### config.mk
export PLATFORM = sky130hd
export DESIGN_NAME = load_store_queue
export DESIGN_NICKNAME = d
export VERILOG_FILES = /design/src/rtl/load_store_queue.sv
export SDC_FILE = /design/constraint.sdc
export NUM_CORES = 2
export LEC_CHECK = 0
export BUFFER_PORTS_ARGS = -buffer_cell sky130_fd_sc_hd__buf_2
export CAP_MARGIN = 10
export CELL_PAD_IN_SITES_DETAIL_PLACEMENT = 1
export CELL_PAD_IN_SITES_GLOBAL_PLACEMENT = 1
export CORE_MARGIN = 1.5
export CORE_UTILIZATION = 37
export DETAILED_ROUTE_END_ITERATION = 10
export GPL_ROUTABILITY_DRIVEN = 0
export PLACE_DENSITY = 0.66
export SYNTH_ARGS = -nofsm -noshare
export SYNTH_HDL_FRONTEND = slang
export SYNTH_SLANG_ARGS = --single-unit
### constraint.sdc
create_clock -name clk_in -period 4.95 [get_ports clk_in]
set_clock_uncertainty 0.1 [all_clocks]
set_input_delay 0 -clock clk_in [delete_from_list [all_inputs] [get_ports clk_in]]
set_output_delay 0 -clock clk_in [all_outputs]
set_load 0.01 [all_outputs]
### src/rtl/load_store_queue.sv
// load_store_queue
//   In-order load/store queue sitting between issue and the memory controller.
//   Entries are held in program order; each computes its effective address as
//   base + offset when it reaches the front. Operands wake up by snooping the
//   ALU broadcast and this block's own load broadcast. Stores go to memory only
//   once the ROB has committed them; load data is sign/zero-extended before it
//   is broadcast. A misprediction flush drops every entry that is not a
//   committed store.
//
//   Optional build macro: LSQ_MMIO_GATE_EN
//     When defined, a load whose effective address is >= MMIO_BASE waits until
//     it is at the ROB head before dispatching (no speculative I/O reads).
//
// Ports
//   clk_in, rst_in (sync, active high), rdy_in (global enable)
//   issue_*   : push one load/store with operand values or producer tags
//   alu_*     : ALU result broadcast used for operand wake-up
//   commit_*  : ROB commit of a store; rob_head_tag for the MMIO gate
//   flush     : misprediction flush
//   mem_*     : single outstanding memory request and its completion
//   cdb_*     : load result broadcast (one-cycle pulse)
//   full      : issue must stall (one entry of slack for registered issue)
//
// FSM states
//   state | meaning
//   IDLE  | no request outstanding; dispatch front entry when it is ready
//   WAIT  | request outstanding; waiting for mem_done
module load_store_queue #(
  parameter int                   LSQ_WIDTH = 4,
  parameter int                   ROB_WIDTH = 4,
  parameter int                   REG_WIDTH = 32,
  parameter logic [REG_WIDTH-1:0] MMIO_BASE = 32'h30000
) (
  input  logic                 clk_in,
  input  logic                 rst_in,
  input  logic                 rdy_in,
  input  logic                 issue_signal,
  input  logic                 issue_wr,
  input  logic [1:0]           issue_len,
  input  logic                 issue_signed,
  input  logic [REG_WIDTH-1:0] issue_base,
  input  logic [ROB_WIDTH-1:0] issue_tag_base,
  input  logic                 issue_valid_base,
  input  logic [REG_WIDTH-1:0] issue_offset,
  input  logic [REG_WIDTH-1:0] issue_data,
  input  logic [ROB_WIDTH-1:0] issue_tag_data,
  input  logic                 issue_valid_data,
  input  logic [ROB_WIDTH-1:0] issue_tag_rd,
  input  logic                 alu_signal,
  input  logic [REG_WIDTH-1:0] alu_value,
  input  logic [ROB_WIDTH-1:0] alu_tag,
  input  logic                 commit_signal,
  input  logic [ROB_WIDTH-1:0] commit_tag,
  input  logic [ROB_WIDTH-1:0] rob_head_tag,
  input  logic                 flush,
  output logic                 mem_signal,
  output logic                 mem_wr,
  output logic [1:0]           mem_len,
  output logic [REG_WIDTH-1:0] mem_addr,
  output logic [REG_WIDTH-1:0] mem_dout,
  input  logic [REG_WIDTH-1:0] mem_din,
  input  logic                 mem_done,
  output logic                 cdb_signal,
  output logic [REG_WIDTH-1:0] cdb_value,
  output logic [ROB_WIDTH-1:0] cdb_tag,
  output logic                 full
);

  localparam int LSQ_SIZE = 2 ** LSQ_WIDTH;
  localparam logic [LSQ_WIDTH:0]   QCAP    = (LSQ_WIDTH + 1)'(LSQ_SIZE);
  localparam logic [LSQ_WIDTH:0]   QCAP_M1 = (LSQ_WIDTH + 1)'(LSQ_SIZE - 1);
  localparam logic [LSQ_WIDTH-1:0] PTR_ONE = 1;

  typedef enum logic {IDLE, WAIT} state_t;

  state_t state_q, state_d;

  logic [LSQ_SIZE-1:0]  busy, is_wr, is_signed, vbase, vdata, committed;
  logic [1:0]           len_q      [LSQ_SIZE];
  logic [REG_WIDTH-1:0] base_q     [LSQ_SIZE];
  logic [REG_WIDTH-1:0] offset_q   [LSQ_SIZE];
  logic [REG_WIDTH-1:0] data_q     [LSQ_SIZE];
  logic [ROB_WIDTH-1:0] tag_base_q [LSQ_SIZE];
  logic [ROB_WIDTH-1:0] tag_data_q [LSQ_SIZE];
  logic [ROB_WIDTH-1:0] tag_rd_q   [LSQ_SIZE];

  logic [LSQ_WIDTH-1:0] front, rear;
  logic [LSQ_WIDTH:0]   count;
  logic                 drop_q;   // in-flight load was flushed; swallow its completion

  logic [LSQ_SIZE-1:0]  commit_hit, comm_eff;
  logic [LSQ_WIDTH:0]   n_comm;
  logic [REG_WIDTH-1:0] ea;
  logic                 load_ok, front_ready, inflight_dropped;
  logic                 dispatch, pop, cdb_fire, push;
  logic [REG_WIDTH-1:0] new_base, new_data;
  logic                 new_vbase, new_vdata;

  function automatic logic [REG_WIDTH-1:0] extend(input logic [REG_WIDTH-1:0] d,
                                                  input logic [1:0] len,
                                                  input logic sgn);
    case (len)
      2'd0:    return {{(REG_WIDTH-8){sgn & d[7]}}, d[7:0]};
      2'd1:    return {{(REG_WIDTH-16){sgn & d[15]}}, d[15:0]};
      default: return d;
    endcase
  endfunction

  assign full = (count >= QCAP_M1);
  assign ea   = base_q[front] + offset_q[front];

`ifdef LSQ_MMIO_GATE_EN
  assign load_ok = (ea < MMIO_BASE) || (tag_rd_q[front] == rob_head_tag);
`else
  logic unused_mmio;
  assign unused_mmio = ^{rob_head_tag, MMIO_BASE};
  assign load_ok     = 1'b1;
`endif

  // Commit is folded in before flush so a same-cycle commit survives the flush.
  always_comb begin
    n_comm = '0;
    for (int i = 0; i < LSQ_SIZE; i++) begin
      commit_hit[i] = commit_signal && busy[i] && is_wr[i] && (tag_rd_q[i] == commit_tag);
      comm_eff[i]   = committed[i] | commit_hit[i];
      n_comm        = n_comm + (LSQ_WIDTH + 1)'(busy[i] & comm_eff[i]);
    end
  end

  assign front_ready = busy[front] && vbase[front] &&
                       (is_wr[front] ? (vdata[front] && committed[front]) : load_ok);
  assign inflight_dropped = drop_q || (flush && !comm_eff[front]);

  always_comb begin
    state_d  = state_q;
    dispatch = 1'b0;
    pop      = 1'b0;
    cdb_fire = 1'b0;
    case (state_q)
      IDLE: begin
        if (front_ready && !flush) begin
          dispatch = 1'b1;
          state_d  = WAIT;
        end
      end
      WAIT: begin
        if (mem_done) begin
          state_d = IDLE;
          if (!inflight_dropped) begin
            pop      = 1'b1;
            cdb_fire = !is_wr[front];
          end
        end
      end
      default: state_d = IDLE;
    endcase
  end

  assign push = issue_signal && !flush && ((count != QCAP) || pop);

  // Same-cycle bypass of a broadcast into an operand arriving as a tag.
  always_comb begin
    new_base  = issue_base;
    new_vbase = issue_valid_base;
    if (!issue_valid_base) begin
      if (alu_signal && alu_tag == issue_tag_base) begin
        new_base  = alu_value;
        new_vbase = 1'b1;
      end else if (cdb_signal && cdb_tag == issue_tag_base) begin
        new_base  = cdb_value;
        new_vbase = 1'b1;
      end
    end
    new_data  = issue_data;
    new_vdata = issue_valid_data;
    if (!issue_valid_data) begin
      if (alu_signal && alu_tag == issue_tag_data) begin
        new_data  = alu_value;
        new_vdata = 1'b1;
      end else if (cdb_signal && cdb_tag == issue_tag_data) begin
        new_data  = cdb_value;
        new_vdata = 1'b1;
      end
    end
  end

  always_ff @(posedge clk_in) begin
    if (rst_in) state_q <= IDLE;
    else if (rdy_in) state_q <= state_d;
  end

  always_ff @(posedge clk_in) begin
    if (rst_in) begin
      front      <= '0;
      rear       <= '0;
      count      <= '0;
      drop_q     <= 1'b0;
      busy       <= '0;
      committed  <= '0;
      is_wr      <= '0;
      is_signed  <= '0;
      vbase      <= '0;
      vdata      <= '0;
      mem_signal <= 1'b0;
      mem_wr     <= 1'b0;
      mem_len    <= '0;
      mem_addr   <= '0;
      mem_dout   <= '0;
      cdb_signal <= 1'b0;
      cdb_value  <= '0;
      cdb_tag    <= '0;
    end else if (rdy_in) begin
      for (int i = 0; i < LSQ_SIZE; i++) begin
        if (busy[i]) begin
          if (!vbase[i]) begin
            if (alu_signal && alu_tag == tag_base_q[i]) begin
              base_q[i] <= alu_value;
              vbase[i]  <= 1'b1;
            end else if (cdb_signal && cdb_tag == tag_base_q[i]) begin
              base_q[i] <= cdb_value;
              vbase[i]  <= 1'b1;
            end
          end
          if (!vdata[i]) begin
            if (alu_signal && alu_tag == tag_data_q[i]) begin
              data_q[i] <= alu_value;
              vdata[i]  <= 1'b1;
            end else if (cdb_signal && cdb_tag == tag_data_q[i]) begin
              data_q[i] <= cdb_value;
              vdata[i]  <= 1'b1;
            end
          end
          if (commit_hit[i]) committed[i] <= 1'b1;
          if (flush && !comm_eff[i]) busy[i] <= 1'b0;
        end
      end

      if (pop) begin
        busy[front]      <= 1'b0;
        committed[front] <= 1'b0;
        front            <= front + PTR_ONE;
      end

      // A push into a full queue reuses the slot being popped, so it goes last.
      if (push) begin
        busy[rear]       <= 1'b1;
        committed[rear]  <= 1'b0;
        is_wr[rear]      <= issue_wr;
        is_signed[rear]  <= issue_signed;
        len_q[rear]      <= issue_len;
        base_q[rear]     <= new_base;
        vbase[rear]      <= new_vbase;
        tag_base_q[rear] <= issue_tag_base;
        offset_q[rear]   <= issue_offset;
        data_q[rear]     <= new_data;
        vdata[rear]      <= new_vdata;
        tag_data_q[rear] <= issue_tag_data;
        tag_rd_q[rear]   <= issue_tag_rd;
      end

      // Committed stores always form a prefix starting at front.
      if (flush) begin
        rear  <= front + n_comm[LSQ_WIDTH-1:0];
        count <= n_comm - {{LSQ_WIDTH{1'b0}}, pop};
      end else begin
        if (push) rear <= rear + PTR_ONE;
        count <= count + {{LSQ_WIDTH{1'b0}}, push} - {{LSQ_WIDTH{1'b0}}, pop};
      end

      if (state_q == WAIT && mem_done) drop_q <= 1'b0;
      else if (state_q == WAIT && flush && !comm_eff[front]) drop_q <= 1'b1;

      if (dispatch) begin
        mem_signal <= 1'b1;
        mem_wr     <= is_wr[front];
        mem_len    <= len_q[front];
        mem_addr   <= ea;
        mem_dout   <= data_q[front];
      end else if (state_q == WAIT && mem_done) begin
        mem_signal <= 1'b0;
      end

      cdb_signal <= cdb_fire;
      if (cdb_fire) begin
        cdb_value <= extend(mem_din, len_q[front], is_signed[front]);
        cdb_tag   <= tag_rd_q[front];
      end
    end
  end

endmodule

; Word-level counts from Yosys, hierarchy flattened
; Memories as Yosys holds them, arrays and structs flattened. A register that Yosys moved wholly into a read port is not among the register bits.
; Index checks and enable logic that the tools add are counted.
[totals]
ff_bits = 180
elab_cells = 1195
mem_count = 7
in_bits = 198
out_inout_bits = 106
ramBits = 1760
[memory_table]
columns = name, depth, word_bits, read_ports, rd_ports_with_merged_regs, wr, line_no
row1 = base_q, 16, 32, 1, 1, 17, 80  ; logic [REG_WIDTH-1:0] base_q [LSQ_SIZE];
row2 = data_q, 16, 32, 1, 1, 17, 82  ; logic [REG_WIDTH-1:0] data_q [LSQ_SIZE];
row3 = offset_q, 16, 32, 1, 1, 1, 81  ; logic [REG_WIDTH-1:0] offset_q [LSQ_SIZE];
row4 = tag_base_q, 16, 4, 16, 0, 1, 83  ; logic [ROB_WIDTH-1:0] tag_base_q [LSQ_SIZE];
row5 = tag_data_q, 16, 4, 16, 0, 1, 84  ; logic [ROB_WIDTH-1:0] tag_data_q [LSQ_SIZE];
row6 = tag_rd_q, 16, 4, 17, 1, 1, 85  ; logic [ROB_WIDTH-1:0] tag_rd_q [LSQ_SIZE];
row7 = +1 memories, -, -, -, -, -, -
[classes]
n_addsub = 22
n_reduce_logical = 176
mux = 809
bitwise = 73
order_cmp = 5
eq_ne = 86
[ops]
columns = operator, count
row1 = 32-bit two-way mux, 38
row2 = 1-bit two-way mux, 737
row3 = 4-bit == test, 84
row4 = 16-bit two-way mux, 10
row5 = 1-bit logical AND, 144
row6 = 16-bit bitwise mux, 4
row7 = 32-bit one-hot mux with 2 select lines, 1
row8 = 5-bit by 1-bit adder with 5-bit output, 12
row9 = 16-bit AND, 3
row10 = 1-bit OR, 48
row11 = 32-bit adder, 1
row12 = 4-bit two-way mux, 8
row13 = 16-bit NOT, 2
row14 = 1-bit binary-select mux with 4-bit select, 7
row15 = 1-bit logical NOT, 19
row16 = 1-bit AND, 18
row17 = 16-bit OR, 1
row18 = 2-bit AND reduction, 7
row19 = "4-bit by 5-bit < comparator with 1-bit output, second input constant", 2
row20 = 5-bit by 1-bit subtractor with 5-bit output, 2
row21 = "4-bit by 1-bit adder with 4-bit output, second input constant", 2
row22 = 1-bit demux with 4-bit select, 2
row23 = "4-bit by 1-bit >= comparator with 1-bit output, second input constant", 2
row24 = 2-bit nonzero test, 3
row25 = other kinds (13), 14

; Logic depth before layout (Yosys ltp)
[depth]
word_depth = 22
mapped_depth = 23
ltp_nobuf = 21

; Worst setup path before layout
; Ideal clock, no wire load.
[synth_timing]
path_type = flip-flop to flip-flop
start = mem tag_rd_q[7][1]
end = reg rear[3]
synth_period_minus_slack_ps = 5305
slack_ps = -355
setup_time_ps = 65
arrival_time_ps = 5140
stages_incl_launch_ff = 21
n_path_buf = 0
required_ps = 4785
cell_sequence = edfxtp_1 -> xor2_1 -> nor2_1 -> a41oi_1 -> and2b_1 -> fa_1 -> fa_1 -> inv_1 -> fa_1 -> fa_1 -> inv_1 -> ha_1 -> fa_1 -> xor2_1 -> ha_1 -> a21oi_1 -> xnor2_1 -> xnor2_1 -> a21oi_1 -> o21a_1 -> nor2_1
[synth_rtl]
columns = element, line_no
row1 = start: declaration, 85
row2 = end signal: assignment, 263  ; rear <= front + n_comm[LSQ_WIDTH-1:0];
row3 = end signal: assignment, 266  ; if (push) rear <= rear + PTR_ONE;
row4 = end: declaration, 87  ; logic [LSQ_WIDTH-1:0] front, rear;

==> results.cfg <==
[cells_and_area]
multi_input_area_um2 = 45810
drive_gt1_frac = 0.3139
nNetsFinal = 9103
reg_area_um2 = 57300
stdcell_area_um2 = 124600
filler_cell_count = 29410
fin_util = 0.4367
area_delta_synth_final_pct = 17.36
final_cells = 12800

[pwr]
leak_pwr_nw = 42.51
worst_supply_voltage_drop_on_vdd_mv = 0.3030
power_frac_seq = 0.479
swShare = 0.2323
totalPowerFinal_mw = 38.04
power.combinational.fraction = 0.061
clock_power_share = 0.461
switchingPower_mw = 8.837
power_density_nw_per_um2 = 305.4
p_int_mw = 29.20

[logic_synthesis]
synthMostInstantiatedCell = edfxtp_1
netlist_top_cells_area = edfxtp_1 (50%), mux4_2 (11%), mux2_2 (11%)
ys_seq_area_frac = 0.5395
synth.cell_area_um2 = 106100
async_set_reset_flop_share_out_of_synthesis = 0
synth_top_flop_cell = edfxtp_1
syn-num-nets = 8670
number_of_enable_type_register_cells_in_the_synthesized_netlist = 1760
post_synth_inst_count = 8401
yosys.area.top_type_share = 0.4980
number_of_distinct_library_cell_variants_in_the_gate_level_netlist_after_synthesis = 81
synthDominantAreaCellType = edfxtp_1
avg_synthesized_cell_area_um2 = 12.63
synth.top_cells.by_count = edfxtp_1 (1760), nor2_1 (1250), a21oi_1 (1098), mux2_2 (1028), clkbuf_1 (603)
synth_warn = 0
synth_seq_cells = 1980

[worst_setup_path]
ff2ff_path_depth = 21
end_kind = register
required_ns = 5.67
worst-r2r-setup-slack_ns = -0.33
path_class = reg2reg
start_kind = register
setup.worst_path.end = rear[3]
regToRegEndpoint = rear[3]
r2r_start = tag_rd_q[1][1]
worst-path-max-fanout = 2
startpoint = tag_rd_q[1][1]
critical_path_arrival_ns = 6.00

[floorplanning]
initial_core_utilization = 0.3721
die_width_um = 538.6
core-area_um2 = 285200
floorplan.rows = 196
die_height_um = 538.6
die-area_um2 = 290100
top_level_ports = 304

[routing]
drtAntennaViolNets = 0
drc = 0
routed_via_density = 6.194
routed-via-count = 79290
drt-wirelength-per-cell_um = 33.69
route.final.wire_length_mm = 431.2
initialDrtViolationCount = 9094
first_pass_iters = 5

[grt]
gr-usage-all-layers = 0.2903
grt_start_max_net_pins = 131
grt_overflow = 0
number_of_global_route_vias_before_repair = 81060
grt_antenna_before_repair = 28
first_pass_grt_wire_length_mm = 609.5

[clock_network]
clk_root_buffer_cell = clkbuf_16
tritoncts_num_sinks = 1980
clk_pin_slew_ns = 0.06
clkLatencyLatePin_ns = 0.96
cts_tree = built
cts_made_buffers = 225
maximum_number_of_buffers_from_clock_root_to_sink = 4
clock_tree.htree_level_count = 4

[place]
dpl_cell_area_um2 = 113800
detailed_place_hpwl_mm = 252.8
place_worst_setup_slack_ns = -0.3702
placedCellCount = 12060
buffer_ports.inserted = 299

[sta]
worst_slew_pin_slew_ns = 1.279
timing.setup.tns_ns = -0.9459
finalWorstPathRequiredPeriod_ns = 5.279
grt_setup_unrepaired = yes
finalSetupViolCount = 6
report.final.slew_viol_count = 0
maxSlewHeadroom = 0.1440
maximum_clock_rate_mhz = 189.4
final_min_period_over_clock_period = 1.067
finalHoldViolations = 0
slack_of_the_critical_path_ns = -0.3293
finalHoldWorstSlack_ns = 0.03310

[status]
result_of_the_run = finished with violations
violations = setup timing

[flow_run]
max-cap-violations = 0

[min_path]
worstHoldPathType = in2reg
==> how the worst min path moves through the flow <==
stage,from,end,slack (ns),cells past startpoint
after floorplan,issue_len[0],len_q[0][0],-0.001,0
after global placement,mem_din[4],cdb_value[4],0.14,3
after detailed placement,mem_din[4],cdb_value[4],0.15,3
after CTS,alu_signal,vdata[14],0.007,7
after global routing,issue_tag_data[1],tag_data_q[5][1],0.07,2
final,alu_signal,vdata[14],0.03,7
==> flip-flops by register name, indices dropped and copies added, names as in the netlist, 5 cells and up, named ones only <==
register	cells
committed	16
vbase	16
vdata	16
base_q	512
tag_rd_q	64
is_wr	16
mem_dout	32
data_q	512
cdb_value	32
len_q	32
tag_base_q	64
is_signed	16
mem_addr	32
tag_data_q	64
offset_q	512
count	5
busy	16
==> power groups by stage <==
stage / Combinational, mW / Clock [mW] / Sequential [mW]
CTS: 2.25 / 17.7 / 18.2
finish: 2.30 / 17.5 / 18.2
detailed placement: 2.04 / 0 / 18.6
global route: 2.47 / 18.2 / 18.2
global placement: 1.95 / 0 / 18.6
floorplan: 1.29 / 0 / 18.6
==> area by class of cell <==
type                            count  area share
Clock inverter                    104    0.009553
Tap cell                         3762     0.03779
Multi-Input combinational cell   5498      0.3678
Clock buffer                      315     0.05140
Inverter                           69    0.002943
Timing Repair Buffer             1060     0.07027
Sequential cell                  1980      0.4600
Antenna cell                       12   0.0002411
==> cell families after synthesis <==
kind of cell	after synthesis	synth area share
and+or+nand+nor	1853	0.07267
DFF	1980	0.5395
muxes	1634	0.2279
xor gates and xnor gates	361	0.02979
adders and majority gates	71	0.009290
AOI/OAI and AO/OA	1579	0.08534
buffers and inverters	923	0.03552
==> cell usage in the layout, fill, tap and decap left out, drive strengths merged, types with 235 or more instances in the layout <==
cell type,count
buf,752
xor2,238
nor2,1251
mux4,523
a21oi,1098
dlygate4sd3,308
edfxtp,1760
nand2,235
mux2,1028
clkbuf,315
==> critical path: stages (launching register included) <==
cell,delay (ns)
edfxtp_1,0.39
xor2_1,0.16
nor2_1,0.15
a41oi_2,0.16
nand2b_4,0.18
fa_1,0.56
inv_2,0.06
fa_1,0.51
inv_2,0.05
fa_2,0.44
fa_1,0.49
inv_1,0.05
ha_2,0.19
fa_2,0.57
ha_4,0.21
a21o_1,0.16
a21oi_2,0.12
xnor2_1,0.14
xnor2_1,0.16
a21oi_1,0.10
o21a_1,0.18
nor2_1,0.07
==> metal layers <==
metal,global-route usage,share of wire,vias to the layer above
met5,0,0.000072,-
met1,0.3773,0.39,41280
met2,0.4695,0.47,4324
li1,-,-,32530
met3,0.04194,0.083,1151
met4,0.1550,0.061,4
==> what timing repair did <==
| item | CTS | global route |
|---|---|---|
| pin swaps | 25 | 18 |
| setup buffers | 4 | 2 |
| hold endpoints to repair | 1951 | 0 |
| setup endpoints to repair | 7 | 15 |
| hold buffers | 308 | 0 |
| gates resized for setup | 11 | 10 |
| cloned | 0 | 0 |
No activity file was read; power rests on OpenSTA's default activity.
